<file path="src/rtl/ysyx_22041211_mem_arbiter.sv">
// Two-master (IFU/LSU) to one-slave SRAM arbiter, one transaction in flight.
// Define YSYX_22041211_ARB_RR_EN for round-robin ties; default is LSU priority.
module ysyx_22041211_mem_arbiter #(
   parameter int ADDR_WIDTH = 32,
   parameter int DATA_WIDTH = 32
) (
   input  logic                      clk,
   input  logic                      rst,
   input  logic                      ifu_req_valid,
   output logic                      ifu_req_ready,
   input  logic [ADDR_WIDTH-1:0]     ifu_addr,
   output logic                      ifu_rsp_valid,
   input  logic                      ifu_rsp_ready,
   output logic [DATA_WIDTH-1:0]     ifu_rdata,
   input  logic                      lsu_req_valid,
   output logic                      lsu_req_ready,
   input  logic [ADDR_WIDTH-1:0]     lsu_addr,
   input  logic                      lsu_wen,
   input  logic [DATA_WIDTH-1:0]     lsu_wdata,
   input  logic [DATA_WIDTH/8-1:0]   lsu_wmask,
   output logic                      lsu_rsp_valid,
   input  logic                      lsu_rsp_ready,
   output logic [DATA_WIDTH-1:0]     lsu_rdata,
   output logic                      mem_req_valid,
   input  logic                      mem_req_ready,
   output logic [ADDR_WIDTH-1:0]     mem_addr,
   output logic                      mem_wen,
   output logic [DATA_WIDTH-1:0]     mem_wdata,
   output logic [DATA_WIDTH/8-1:0]   mem_wmask,
   input  logic                      mem_rsp_valid,
   output logic                      mem_rsp_ready,
   input  logic [DATA_WIDTH-1:0]     mem_rdata,
   output logic                      busy
);

   typedef enum logic [1:0] {
      IDLE = 2'b00,
      REQ  = 2'b01,
      RSP  = 2'b10
   } state_t;

   state_t state, state_nxt;
   logic   owner, owner_nxt;
   logic   own_req_valid;
   logic   own_rsp_ready;
   logic   grant;

   assign own_req_valid = owner ? lsu_req_valid : ifu_req_valid;
   assign own_rsp_ready = owner ? lsu_rsp_ready : ifu_rsp_ready;

`ifdef YSYX_22041211_ARB_RR_EN
   logic last_owner;

   always_ff @(posedge clk or negedge rst) begin
      if (!rst)
         last_owner <= 1'b0;
      else if (state == RSP && mem_rsp_valid && own_rsp_ready)
         last_owner <= owner;
   end

   // on a tie the master that was not served last wins
   assign grant = (ifu_req_valid && lsu_req_valid) ? ~last_owner
                                                   : lsu_req_valid;
`else
   assign grant = lsu_req_valid;
`endif

   always_ff @(posedge clk or negedge rst) begin
      if (!rst) begin
         state <= IDLE;
         owner <= 1'b0;
      end else begin
         state <= state_nxt;
         owner <= owner_nxt;
      end
   end

   always_comb begin
      state_nxt = state;
      owner_nxt = owner;
      unique case (state)
         IDLE: begin
            if (ifu_req_valid || lsu_req_valid) begin
               state_nxt = REQ;
               owner_nxt = grant;
            end
         end
         REQ: begin
            // an abandoned request drops back without touching the slave
            if (!own_req_valid)
               state_nxt = IDLE;
            else if (mem_req_ready)
               state_nxt = RSP;
         end
         RSP: begin
            if (mem_rsp_valid && own_rsp_ready)
               state_nxt = IDLE;
         end
         default: state_nxt = IDLE;
      endcase
   end

   always_comb begin
      ifu_req_ready = 1'b0;
      lsu_req_ready = 1'b0;
      ifu_rsp_valid = 1'b0;
      lsu_rsp_valid = 1'b0;
      ifu_rdata     = '0;
      lsu_rdata     = '0;
      mem_req_valid = 1'b0;
      mem_addr      = '0;
      mem_wen       = 1'b0;
      mem_wdata     = '0;
      mem_wmask     = '0;
      mem_rsp_ready = 1'b0;
      busy          = (state != IDLE);
      unique case (state)
         REQ: begin
            mem_req_valid = own_req_valid;
            if (owner) begin
               mem_addr      = lsu_addr;
               mem_wen       = lsu_wen;
               mem_wdata     = lsu_wdata;
               mem_wmask     = lsu_wmask;
               lsu_req_ready = mem_req_ready;
            end else begin
               mem_addr      = ifu_addr;
               ifu_req_ready = mem_req_ready;
            end
         end
         RSP: begin
            mem_rsp_ready = own_rsp_ready;
            if (owner) begin
               lsu_rsp_valid = mem_rsp_valid;
               lsu_rdata     = mem_rdata;
            end else begin
               ifu_rsp_valid = mem_rsp_valid;
               ifu_rdata     = mem_rdata;
            end
         end
         default: ;
      endcase
   end

endmodule
</file>
<file path="config.mk">
export PLATFORM = sky130hd
export DESIGN_NAME = ysyx_22041211_mem_arbiter
export DESIGN_NICKNAME = d
export VERILOG_FILES = /design/src/rtl/ysyx_22041211_mem_arbiter.sv
export SDC_FILE = /design/constraint.sdc
export NUM_CORES = 1
export LEC_CHECK = 0
export ABC_CLOCK_PERIOD_IN_PS = 3550
export CAP_MARGIN = 0
export CORE_AREA = 8 8 103 105
export DETAILED_ROUTE_END_ITERATION = 10
export DIE_AREA = 0 0 111 113
export HOLD_SLACK_MARGIN = 0.12
export PLACE_DENSITY = 0.64
export SYNTH_ARGS = -nofsm -noshare
export SYNTH_HDL_FRONTEND = slang
export SYNTH_SLANG_ARGS = --single-unit
</file>
<file path="constraint.sdc">
create_clock -name clk -period 3.55 [get_ports clk]
set_clock_uncertainty 0.2 [all_clocks]
set_input_delay 0.8875 -clock clk [delete_from_list [all_inputs] [get_ports clk]]
set_output_delay 0.8875 -clock clk [all_outputs]
set_load 0.05 [all_outputs]
</file>
# After elaboration in Yosys (flattened, before gate mapping)

Cells that the tools add are included.

Reduce and logical (&&, ||, !) cells: 6
Muxes and demuxes: 29
Equality and inequality tests: 5

Operator list:

| operator                                      | number |
|---|---|
| two-way mux 32 bit                            | 8 |
| two-way mux 1 bit                             | 14 |
| two-way mux 2 bit                             | 4 |
| two-way mux 4 bit                             | 2 |
| one-hot mux 2 bit (3 select lines)            | 1 |
| != test 2 bit, second input constant          | 2 |
| != test 3 bit, second input constant          | 1 |
| AND reduction 3 bit                           | 1 |
| == test 2 x 1 -> 1 bit, second input constant | 1 |
| == test 2 bit, second input constant          | 1 |
| zero test 2 bit                               | 1 |
| AND reduction 2 bit                           | 1 |
| nonzero test 2 bit                            | 1 |
| logical AND 1 bit                             | 1 |
| logical OR 1 bit                              | 1 |

Bits in registers: 3
Output and inout port bits: 140
Bits of input ports: 141
Logic and storage cells: 42

# Longest topological paths before layout

Depth after elaboration: 4
Depth in mapped cells: 5
Mapped depth without buffers: 3

# Worst setup path after synthesis

No wires, ideal clock.

Kind: input port to output port
Start: input port lsu_req_valid
End: output port mem_req_valid
Data required time: 2.463 ns
Slack: 0.825 ns
Data arrival time: 1.637 ns
Cell stages on the path: 2
Buffers on the path: 0
Cells stage by stage: mux2i_1 -> nor2_1

Cells in the longest elaborated chain, start to end: 2

Ends and longest elaborated chain:

| what               | line | RTL |
|---|---|---|
| start: declaration | 15   | `input logic lsu_req_valid,` |
| two-way mux 1 bit  | 48   | `assign own_req_valid = owner ? lsu_req_valid : ifu_req_valid;` |
| two-way mux 1 bit  | 117  | `unique case (state)` |
| end: declaration   | 24   | `output logic mem_req_valid,` |

No other way between the ends.

# Worst setup path after layout

Ends and elaborated chain as after synthesis.

==> results.cfg <==
[power_and_ir_drop]
p_comb_frac = 0.941
cell_internal_pwr_mw = 1.122
p_sw_frac = 0.6481
power.density_nw_per_um2 = 817.9
power_frac_seq = 0.027
power_switching_mw = 2.066
vdd_drop_max_mv = 0.4376
clkPwrFrac = 0.032
p_leak_nw = 1.896

[drt]
vias = 2248
route.detailed.drc = 0
viasPerCell = 4.021
wire_per_inst_um = 17.46
antenna_left = 0
drt_iter0_drc = 98
routed_wirelength_um = 9762
drt_first_pass_iters = 4

[critical_path]
path_max_fanout = 3
worstSetupPathType = in2out
critPathMaxStageDelay_ps = 500
critPathCaptureType = primary output
critPathLaunchType = input pin
worst-endpoint-arrival_ps = 1890
slowest_stage = clkdlybuf4s50_1
crit_chain = clkdlybuf4s50_1 -> mux2i_1 -> nor2_1 -> buf_12
required_ps = 2460

[grt]
grt_antenna_before_repair = 0
grt_remaining_overflow = 0
grt_max_degree = 71
grt_pass1_wl_um = 14480
grt.total_usage = 0.1440
grt_pass1_vias = 2312

[logic_synthesis]
yosysWarnings = 0
synth_nets = 318
synth_area_um2 = 1295
synth_cell_types = 18
yosys-top-cells-area = and2_1, a22o_1, buf_6
synth_top_area_cell = and2_1
netlist_instances = 177
synthDominantCellAreaShare = 0.5072
postSynthAreaPerCell_um2 = 7.316
yosysSeqAreaShare = 0.05797
ys_seq_elements = 3

[floorplanning]
dieArea_um2 = 12540
io_pins = 281
die_w_um = 111
die_y_um = 113
rows = 35
start_util = 0.1443
core_area_um2 = 8977

[timing]
timing.slew.headroom = 0.6645
worst_pin_slew_ps = 501.7
rsz0062_at_grt = false
drv_slew = 0
fin_setup_tns_ps = 0
fin_crit_sh = 0.8391
setup_violations = 0
max_freq_mhz = 335.7
finalWorstSetupSlack_ps = 571.1
post-route-min-period_ps = 2979
hold_viol = 0
holdWs_ps = 334.6

[worst_hold_path]
hp-class = reg2reg

[clocking]
cts-root-buf = clkbuf_8
cts_max_path_buffers = 2
cts-buffers-inserted = 3
clk_latency_ps = 220
holdBufCountCts = 0
cts_tree = built
clk_pin_slew_worst_paths_ps = 30
cts_sinks = 3
cts_resized = 0
postCtsSetupRepairBufs = 0
ctsHtreeMaxLevel = 1

[outcome]
outcome = completed

[placed_design]
port_buffers = 280
placedInstanceArea_um2 = 3852
dp_hpwl_um = 8566
pre_cts_ws_ps = 564.4
place_congestion = 0.7686

[layout]
nets = 590
antenna_cells = 0
finish.utilization = 0.4341
stdcell_area_um2 = 3897
final_cell_mix = clkdlybuf4s50_1, buf_4, and2_1
drive_above_1_share = 0.3415
layout_commonest_cell = clkdlybuf4s50_1
area_growth_pct = 201.0

[run]
maxCapViolCount = 0
-- metrics by stage --
| stage | total power, mW | cells |
|---|---|---|
| 2_1_floorplan | 2.190 | 177 |
| 3_3_place_gp | 3.115 | 555 |
| 3_5_place_dp | 3.113 | 555 |
| 4_1_cts | 3.224 | 559 |
| 5_1_grt | 3.330 | 559 |
| 6_report | 3.188 | 559 |
-- power by group through the flow --
| stage | clock network, mW | logic (mW) | registers (mW) |
|---|---|---|---|
| 6_report | 0.102 | 3.00 | 0.0858 |
| 5_1_grt | 0.108 | 3.13 | 0.0895 |
| 2_1_floorplan | 0 | 2.12 | 0.0679 |
| 4_1_cts | 0.105 | 3.03 | 0.0867 |
| 3_5_place_dp | 0 | 3.03 | 0.0870 |
| 3_3_place_gp | 0 | 3.03 | 0.0854 |
-- state kept, by name (all words and copies together) (netlist names) --
| name | cells |
|---|---|
| state | 2 |
| owner | 1 |
-- final timing paths --
path                                from            end  slack, ps  cells after the start
setup reg to reg                   owner       state[1]       2180                      3
min in group asynchronous            rst       state[0]        650                      1
hold reg to reg                 state[1]       state[0]        330                      1
max in group asynchronous            rst       state[1]       2350                      1
setup / recovery           lsu_req_valid  mem_req_valid        570                      4
hold / removal                  state[1]       state[0]        330                      1
-- synthesized netlist by cell type (all sizes together) --
master	count
and2	105
inv	2
nand2b	2
nor2b	1
a22o	33
o22a	1
mux2i	2
dfrtp	3
nand2	1
buf	11
o2bb2ai	1
clkbuf	6
nor2	9
-- critical path: cells and delay by family --
family                 cells  cell delay (ps)
buffers and inverters      2              680
muxes                      1              100
and+or+nand+nor            1              230
-- area by class of cell --
| cell class | count | area, µm² |
|---|---|---|
| Fill cell | 898 | 5080 |
| Clock buffer | 4 | 45.04 |
| Sequential cell | 3 | 75.07 |
| Multi-Input combinational cell | 155 | 1084 |
| Timing Repair Buffer | 284 | 2547 |
| Inverter | 2 | 7.507 |
| Tap cell | 111 | 138.9 |
-- layer usage --
metal / GRT usage / wire, µm
met1: 0.1582 / 3691
met2: 0.2727 / 5387
met3: 0.03492 / 578
met4: 0.02883 / 104
met5: 0 / 0
-- cells by family after synthesis --
| logic type | after synthesis | synth area share |
|---|---|---|
| AND/OR/NAND/NOR | 118 | 0.5845 |
| AO/OA/AOI/OAI | 35 | 0.2367 |
| buffers and inverters | 19 | 0.1053 |
| flip-flops | 3 | 0.05797 |
| multiplexers | 2 | 0.01546 |
Power figures use the tool's default switching activity.
